**src/rtl/hardmax_pkg.sv**
```systemverilog
// Shared helpers for the pipelined hardmax comparator tree.
// Covers tree sizing and the float "greater than" rule used at every node.
package hardmax_pkg;

  function automatic int unsigned hm_clog2(input int unsigned n);
    int unsigned r;
    r = 0;
    for (int unsigned i = 0; i < 32; i++) begin
      if ((64'd1 << i) < 64'(n)) r = i + 1;
    end
    return r;
  endfunction

  function automatic int unsigned hm_levels(input int unsigned n);
    return hm_clog2(n);
  endfunction

  function automatic int unsigned hm_idx_width(input int unsigned n);
    return (hm_clog2(n) == 0) ? 1 : hm_clog2(n);
  endfunction

  // Number of entries held at tree level k for n channels.
  function automatic int unsigned hm_count(input int unsigned n, input int unsigned k);
    return (n + (32'd1 << k) - 1) >> k;
  endfunction

  // Operands are zero-extended words of 'width' bits; the sign is bit width-1.
  function automatic logic fp_greater(input logic [63:0] a, input logic [63:0] b,
                                      input logic signed_mode, input int unsigned width);
    logic [63:0] mask;
    logic [63:0] ma;
    logic [63:0] mb;
    logic        sa;
    logic        sb;
    if (!signed_mode) return a > b;
    mask = (64'd1 << (width - 1)) - 64'd1;
    sa   = |((a >> (width - 1)) & 64'd1);
    sb   = |((b >> (width - 1)) & 64'd1);
    ma   = a & mask;
    mb   = b & mask;
    if (ma == '0 && mb == '0) return 1'b0;  // +0 and -0 compare equal
    if (sa != sb) return sb;
    if (!sa) return ma > mb;
    return ma < mb;
  endfunction

endpackage

```
**src/rtl/hardmax_cmp_node.sv**
```systemverilog
// One tree node: picks the larger-C entry of a pair and registers it.
// Entry layout is {present, v, w, c, idx}; ties and absent right keep the left entry.
module hardmax_cmp_node
  import hardmax_pkg::*;
#(
  parameter  int FPW         = 32,
  parameter  int IDXW        = 3,
  parameter  int SIGNED_MODE = 0,
  localparam int EW          = 1 + 3 * FPW + IDXW
) (
  input  logic          clk_i,
  input  logic          rst_i,
  input  logic          en_i,
  input  logic [EW-1:0] l_i,
  input  logic [EW-1:0] r_i,
  output logic [EW-1:0] y_o
);

  logic [FPW-1:0] c_l;
  logic [FPW-1:0] c_r;
  logic           r_wins;
  logic [EW-1:0]  y_d;
  logic [EW-1:0]  y_q;

  assign c_l = l_i[IDXW +: FPW];
  assign c_r = r_i[IDXW +: FPW];

  always_comb begin
    r_wins = r_i[EW-1] & (~l_i[EW-1] | fp_greater(64'(c_r), 64'(c_l), SIGNED_MODE != 0, FPW));
    y_d    = r_wins ? r_i : l_i;
  end

  always_ff @(posedge clk_i) begin
    if (rst_i)     y_q <= '0;
    else if (en_i) y_q <= y_d;
  end

  assign y_o = y_q;

endmodule

```
**src/rtl/hardmax_tree.sv**
```systemverilog
// Pipelined hardmax: registered inputs, then one registered comparator level per tree stage.
// ready_i stalls every stage at once; outputs come straight from the last stage register.
module hardmax_tree
  import hardmax_pkg::*;
#(
  parameter  int EXP_WIDTH    = 8,
  parameter  int FRAC_WIDTH   = 23,
  parameter  int NO_COMPARORS = 8,
  parameter  int SIGNED_MODE  = 0,
  localparam int FP_WIDTH_REG = 1 + EXP_WIDTH + FRAC_WIDTH,
  localparam int LEVELS       = hm_levels(NO_COMPARORS),
  localparam int IDX_WIDTH    = hm_idx_width(NO_COMPARORS)
) (
  input  logic                                 clk_i,
  input  logic                                 rst_i,
  input  logic [FP_WIDTH_REG*NO_COMPARORS-1:0] v_i,
  input  logic [FP_WIDTH_REG*NO_COMPARORS-1:0] w_i,
  input  logic [FP_WIDTH_REG*NO_COMPARORS-1:0] c_i,
  input  logic                                 valid_i,
  input  logic                                 ready_i,
  output logic                                 ready_o,
  output logic [FP_WIDTH_REG-1:0]              v_o,
  output logic [FP_WIDTH_REG-1:0]              w_o,
  output logic [FP_WIDTH_REG-1:0]              c_o,
  output logic [IDX_WIDTH-1:0]                 idx_o,
  output logic                                 valid_o
);

  localparam int FPW = FP_WIDTH_REG;
  localparam int EW  = 1 + 3 * FPW + IDX_WIDTH;

  logic [EW-1:0] stg [0:LEVELS][0:NO_COMPARORS-1];
  logic [LEVELS:0] valid_d;
  logic [LEVELS:0] valid_q;

  assign ready_o = ready_i;

  for (genvar j = 0; j < NO_COMPARORS; j++) begin : g_in
    logic [EW-1:0] in_d;
    logic [EW-1:0] in_q;
    assign in_d = {1'b1, v_i[j*FPW +: FPW], w_i[j*FPW +: FPW], c_i[j*FPW +: FPW], IDX_WIDTH'(j)};
    always_ff @(posedge clk_i) begin
      if (rst_i)        in_q <= '0;
      else if (ready_i) in_q <= in_d;
    end
    assign stg[0][j] = in_q;
  end

  // Odd-count levels register their last entry alone rather than pairing it.
  for (genvar lv = 1; lv <= LEVELS; lv++) begin : g_lvl
    localparam int PREV = hm_count(NO_COMPARORS, lv - 1);
    for (genvar j = 0; j < NO_COMPARORS; j++) begin : g_node
      if (j < PREV / 2) begin : g_cmp
        hardmax_cmp_node #(
          .FPW        (FPW),
          .IDXW       (IDX_WIDTH),
          .SIGNED_MODE(SIGNED_MODE)
        ) u_node (
          .clk_i(clk_i),
          .rst_i(rst_i),
          .en_i (ready_i),
          .l_i  (stg[lv-1][2*j]),
          .r_i  (stg[lv-1][2*j+1]),
          .y_o  (stg[lv][j])
        );
      end else if (j == PREV / 2 && (PREV % 2) == 1) begin : g_pass
        logic [EW-1:0] pass_q;
        always_ff @(posedge clk_i) begin
          if (rst_i)        pass_q <= '0;
          else if (ready_i) pass_q <= stg[lv-1][2*j];
        end
        assign stg[lv][j] = pass_q;
      end else begin : g_none
        assign stg[lv][j] = '0;
      end
    end
  end

  always_comb begin
    valid_d = valid_q;
    if (ready_i) begin
      valid_d[0] = valid_i;
      for (int unsigned i = 1; i <= LEVELS; i++) valid_d[i] = valid_q[i-1];
    end
  end

  always_ff @(posedge clk_i) begin
    if (rst_i) valid_q <= '0;
    else       valid_q <= valid_d;
  end

  assign v_o     = stg[LEVELS][0][EW-2 -: FPW];
  assign w_o     = stg[LEVELS][0][EW-2-FPW -: FPW];
  assign c_o     = stg[LEVELS][0][IDX_WIDTH +: FPW];
  assign idx_o   = stg[LEVELS][0][IDX_WIDTH-1:0];
  assign valid_o = valid_q[LEVELS];

endmodule

```
**config.mk**
```make
export PLATFORM = sky130hd
export DESIGN_NAME = hardmax_tree
export DESIGN_NICKNAME = d
export VERILOG_FILES = /design/src/rtl/hardmax_pkg.sv /design/src/rtl/hardmax_cmp_node.sv /design/src/rtl/hardmax_tree.sv
export SDC_FILE = /design/constraint.sdc
export NUM_CORES = 2
export LEC_CHECK = 0
export CAP_MARGIN = 20
export CORE_MARGIN = 5
export CORE_UTILIZATION = 59
export CTS_CLUSTER_DIAMETER = 200
export DETAILED_ROUTE_END_ITERATION = 8
export PLACE_DENSITY = 0.83
export SYNTH_ARGS = -nofsm -noshare
export SYNTH_HDL_FRONTEND = slang
export SYNTH_SLANG_ARGS = --single-unit
export TNS_END_PERCENT = 10
```
**constraint.sdc**
```tcl
create_clock -name clk_i -period 4.85 [get_ports clk_i]
set_clock_uncertainty 0.15 [all_clocks]
set_input_delay 0.7275 -clock clk_i [delete_from_list [all_inputs] [get_ports clk_i]]
set_output_delay 0.7275 -clock clk_i [all_outputs]
set_load 0.01 [all_outputs]
```
* Word level (Yosys, flattened, before mapping)
Index checks and enable logic that the tools add are counted.
W data, S select, Z words.
** Word-level totals
- Memory bits (read-only) :: 0
- Bits of input ports :: 772
- Memories kept :: 0
- Register bits after elaboration :: 1491
- Word-level logic and storage cells :: 51
- Bits in writable memories :: 0
- Output and inout bits :: 101
- Bits in latches :: 0
** Operators by class
- Order comparisons :: 7
- Divide/modulo/power cells :: 0
- Muxes and demuxes :: 7
- $mul :: 0
- Equal/unequal tests :: 0
- $add $sub $neg :: 0
- Shift-type cells :: 0
- Bitwise logic cells :: 21
- Reductions and logical operators :: 0
** Operators with widths (count)
- $mux W100 :: 6
- $gt A32 B32 Y1 :: 7
- $mux W99 :: 1
- $and A1 B1 Y1 :: 7
- $not A1 Y1 :: 7
- $or A1 B1 Y1 :: 7

* Longest topological paths before layout
- Word-level depth :: 4
- Depth in mapped cells :: 11
- Mapped depth without buffers :: 8

* By module
A second synthesis with hierarchy kept.
** Second synthesis, totals
- Cells, all modules :: 7358
- Area total of the unflattened synthesis :: 67023.0 sq um
** Modules (own cells, without submodules)
- hardmax_cmp_node :: seq. area each 2001.9 sq um, area an instance 5594.1 sq um, cells each 695, times used 7
- hardmax_tree :: seq. area each 15474.8 sq um, area an instance 27864.2 sq um, cells each 2493, times used 1

* Worst setup path after synthesis
Ideal clock, no wire load.
- Path type :: reg2reg
- Start point :: reg g_in[2].in_q[34]
- End point :: reg g_lvl[1].g_node[1].g_cmp.u_node.y_q[70]
- Buffers on the path :: 3
- Library setup time :: 0.142 ns
- Setup slack :: 1.970 ns
- Arrival :: 2.588 ns
- Required time :: 4.558 ns
- Stages on the path, launching flop included :: 12
- Cell sequence :: dfxtp_1 inv_1 ha_1 nand4_1 or4_1 or4b_4 a31o_1 buf_2 buf_6 buf_2 nand3_1 a311oi_1
** Between the ends
- Word-level cells in the longest chain between the ends :: 4
** Ends and longest elaborated chain
- start: declaration :: RTL line hardmax_tree.sv:40 : logic [EW-1:0] in_q;
- start signal: assignment :: RTL line hardmax_tree.sv:44 : else if (ready_i) in_q <= in_d;
- $gt A32 B32 Y1 :: RTL line hardmax_pkg.sv:35 : if (!signed_mode) return a > b;
- $or A1 B1 Y1 :: RTL line hardmax_cmp_node.sv:29 : r_wins = r_i[EW-1] & (~l_i[EW-1] | fp_greater(64'(c_r), 64'(c_l), SIGNED_MODE != 0, FPW));
- $and A1 B1 Y1 :: RTL line hardmax_cmp_node.sv:29
- $mux W100 :: RTL line hardmax_cmp_node.sv:30 : y_d = r_wins ? r_i : l_i;
- end signal: assignment :: RTL line hardmax_cmp_node.sv:35 : else if (en_i) y_q <= y_d;
- end: declaration :: RTL line hardmax_cmp_node.sv:23 : logic [EW-1:0] y_q;
Every way passes these cells.
A chain may end at the register's enable or synchronous reset.

* Final worst setup path
- Start point :: reg g_in[0].in_q[14]
- End point :: reg g_lvl[1].g_node[0].g_cmp.u_node.y_q[34]
** Between the ends
- Word-level cells in the longest chain between the ends :: 4
** Ends and longest elaborated chain (RTL line)
- start: declaration :: hardmax_tree.sv:40
- start signal: assignment :: hardmax_tree.sv:44
- $gt A32 B32 Y1 :: hardmax_pkg.sv:35
- $or A1 B1 Y1 :: hardmax_cmp_node.sv:29
- $and A1 B1 Y1 :: hardmax_cmp_node.sv:29
- $mux W100 :: hardmax_cmp_node.sv:30
- end signal: assignment :: hardmax_cmp_node.sv:35
- end: declaration :: hardmax_cmp_node.sv:23
Every way passes these cells.

==> results.py <==
metrics = {
    "sta": {
        "hold_violations": 0,
        "worst_slack_ns": 0.7352,
        "worst_pin_slew_ns": 1.196,
        "fmax_mhz": 243.0,
        "report.final.slew_viol_count": 0,
        "period_share": 0.8484,
        "min_period_ns": 4.115,
        "setup_viol": 0,
        "rsz0062_at_grt": "no",
        "slew_headroom": 0.1820,
        "finalSetupTns_ns": 0,
        "fin_hold_ws_ns": 0.3088,
    },
    "clocking": {
        "cts_setup_buffers": 0,
        "clk_pin_slew_ns": 0.06,
        "ctsHoldBuffers": 0,
        "cts_buffers": 153,
        "clockRootBuffer": "clkbuf_16",
        "htree_levels": 4,
        "tritoncts": "done",
        "cts_num_sinks": 1462,
        "insertion_delay_ns": 0.76,
        "clock_path_buffers": 3,
        "cts_resized": 0,
    },
    "power_and_ir_drop": {
        "powerDensity_nw_per_um2": 369.5,
        "leakage_nw": 30.50,
        "ir_worst_vdd_v": 0.0002879,
    },
    "synthesis": {
        "syn_nets": 8274,
        "synth_compound_area_frac": 0.1724,
        "post_synth_fa_ha_maj_area_fraction": 0.04356,
        "synth_cell_types": 54,
        "seq_area_frac_synth": 0.4549,
        "async_flop_share": 0,
        "synth-xor-area-share": 0,
        "synth_edf_count": 0,
        "syn_area_per_cell_um2": 8.840,
        "yosys_warnings": 0,
        "yosys.area_share.simple": 0.1510,
        "yosys_register_bits": 1462,
        "synth_top_family_by_area": "compound AO/OA/AOI/OAI gates",
        "synth_mux_area_frac": 0.1201,
        "netlist_instances": 7278,
        "syn_area_um2": 64340,
        "ys.flop_type": "dfxtp_1",
    },
    "finish": {
        "stdcell_count": 9314,
        "final_core_util": 0.7253,
        "drive_above_1_share": 0.04804,
        "final_nets": 8713,
        "area_growth_pct": 22.38,
        "num-fill-cells": 8033,
    },
    "critical_path": {
        "timing.rr.start": "g_in[0].in_q[14]$_SDFFE_PP0P_",
        "r2r-end": "g_lvl[1].g_node[0].g_cmp.u_node.y_o[34]$_SDFFE_PP0P_",
        "reg2reg_slack_ns": 0.74,
        "crit_start": "g_in[0].in_q[14]$_SDFFE_PP0P_",
        "cp_num_buf_inv": 2,
        "crit_type": "reg2reg",
        "slowest_delay_ns": 0.74,
        "crit_family": "simple AND/OR/NAND/NOR gates",
        "cp.required_ns": 5.32,
        "crit_chain": "inv_1 -> ha_1 -> nand4_1 -> nor4_1 -> nand3b_1 -> a31o_4 -> buf_4 -> nand3_1 -> a311oi_1",
        "cp_slowest_cell": "nor4_1",
        "cp-end-kind": "register",
        "rr_worst_depth": 9,
        "start_kind": "register",
        "arrival_ns": 4.58,
        "path_depth": 9,
        "crit_path_end": "g_lvl[1].g_node[0].g_cmp.u_node.y_o[34]$_SDFFE_PP0P_",
        "crit_fanout": 55,
    },
    "global_route": {
        "grt-ovfl-total": 0,
        "antenna_found_initial": 75,
        "grt_pass1_wl_um": 337500,
        "grt_usage": 0.3700,
        "grt_pass1_vias": 56289,
        "grt_max_degree": 204,
    },
    "drt": {
        "vias": 59379,
        "drt-initial-drc-count": 6609,
        "wl_um": 227200,
        "drt-pass1-iter-count": 6,
        "final_antenna_net_count": 0,
        "route.detailed.drc": 0,
        "wire_per_inst_um": 24.40,
        "viasPerCell": 6.375,
    },
    "job": {
        "cap_violations": 0,
    },
    "floorplanning": {
        "ios": 873,
        "die_w_um": 340.2,
        "rows": 121,
        "coreArea_um2": 108600,
        "die-area_um2": 115700,
        "start_util": 0.5927,
        "die_h_um": 340.2,
    },
    "placed_design": {
        "gp_congestion": 0.9384,
        "place_hpwl_um": 158100,
        "dp_cells": 8975,
        "portBuffers": 872,
        "dp_slack_ns": 0.9701,
    },
    "run_status": {
        "status": "finished, final reports clean",
    },
    "hold_path": {
        "hold_class": "in2reg",
        "hp-start": "rst_i",
    },
}
[Yosys cell counts, types with 82 or more instances]
cell type	instances	share of area
o21ai_0	530	0.041
mux2i_1	772	0.12
clkbuf_1	537	0.031
inv_1	237	0.014
o21ai_1	82	0.0064
nand3_1	603	0.047
buf_1	100	0.0058
nor2_1	1565	0.091
a2111oi_0	154	0.021
ha_1	224	0.044
dfxtp_1	1462	0.45
a21oi_1	97	0.0075
a311oi_1	586	0.080
[placed cells by master (no fill, tap or decap), types with 8 or more instances in the layout]
cell type,n
nor2_1,1564
dfxtp_1,1462
clkdlybuf4s50_1,870
mux2i_1,772
nand3_1,603
a311oi_1,586
o21ai_0,530
inv_1,236
ha_1,224
clkbuf_16,158
a2111oi_0,154
a21oi_1,96
o21ai_1,81
diode_2,73
buf_4,73
nand2_1,50
nand4_1,46
buf_12,41
a2111oi_1,39
clkbuf_1,39
clkbuf_8,29
clkinv_2,26
nor2b_1,9
a31oi_4,9
a221oi_1,8
a21o_1,8
a31o_4,8
[worst reg2reg max path, delay by kind of cell (launching register included)]
family                   cells  cell delay, ns
AND/OR/NAND/NOR              4            1.47
AO/OA/AOI/OAI                2            1.15
buffers and inverters        2            0.51
flip-flops                   1            0.38
adder cells (fa/ha/maj)      1            0.31
[stage by stage]
step / area [um^2] / total power, mW
detailed placement: 73650 / 17.68
finish: 78730 / 29.09
CTS: 78540 / 29.04
floorplan: 64340 / 15.80
global placement: 73650 / 17.56
global route: 78710 / 30.04
[registers in the layout, summed over array words and instances (netlist names)]
register and count:
g_in.in_q 769, g_lvl.g_node.g_cmp.u_node.y_o 689, valid_q 4
[per-layer routing]
metal	vias to the layer above	GRT usage	part of all wire
li1	27241	-	-
met1	28465	0.4524	0.38
met2	2971	0.5828	0.45
met3	692	0.08869	0.093
met4	10	0.2461	0.074
met5	-	0	0.00033
[worst min-delay path by stage]
stage                     slack (ns)  depth (start not counted)                                                    to
after floorplan                 0.30                          2                         g_in[1].in_q[35]$_SDFFE_PP0P_
after detailed placement        0.33                          2  g_lvl[1].g_node[1].g_cmp.u_node.y_o[94]$_SDFFE_PP0P_
after global routing            0.35                          2  g_lvl[1].g_node[2].g_cmp.u_node.y_o[73]$_SDFFE_PP0P_
after CTS                       0.33                          2  g_lvl[1].g_node[1].g_cmp.u_node.y_o[94]$_SDFFE_PP0P_
after global placement          0.32                          2                         g_in[5].in_q[48]$_SDFFE_PP0P_
final                           0.31                          2                         g_in[7].in_q[38]$_SDFFE_PP0P_
[cell families after synthesis]
family | count (synthesis)
AOI/OAI and AO/OA | 1567
adders and majority gates | 224
and+or+nand+nor | 2313
muxes | 772
buffers and inverters | 940
DFF | 1462
[final cells by class]
cell class | instances | area [um^2] | share of cell area
multi-input combinational | 4876 | 31600 | 0.4013
sequential | 1462 | 29270 | 0.3717
clock buffer | 226 | 4499 | 0.05715
inverter | 237 | 894.6 | 0.01136
antenna | 73 | 182.7 | 0.002320
tap | 1414 | 1769 | 0.02247
timing repair buffer | 987 | 10130 | 0.1287
clock inverter | 39 | 387.9 | 0.004926
[where the power goes]
group	switching (mW)	internal, mW
clock network	4.86	6.67
registers	0.640	12.8
logic	2.30	1.82
Note: power is estimated with default switching activity, not from simulation.
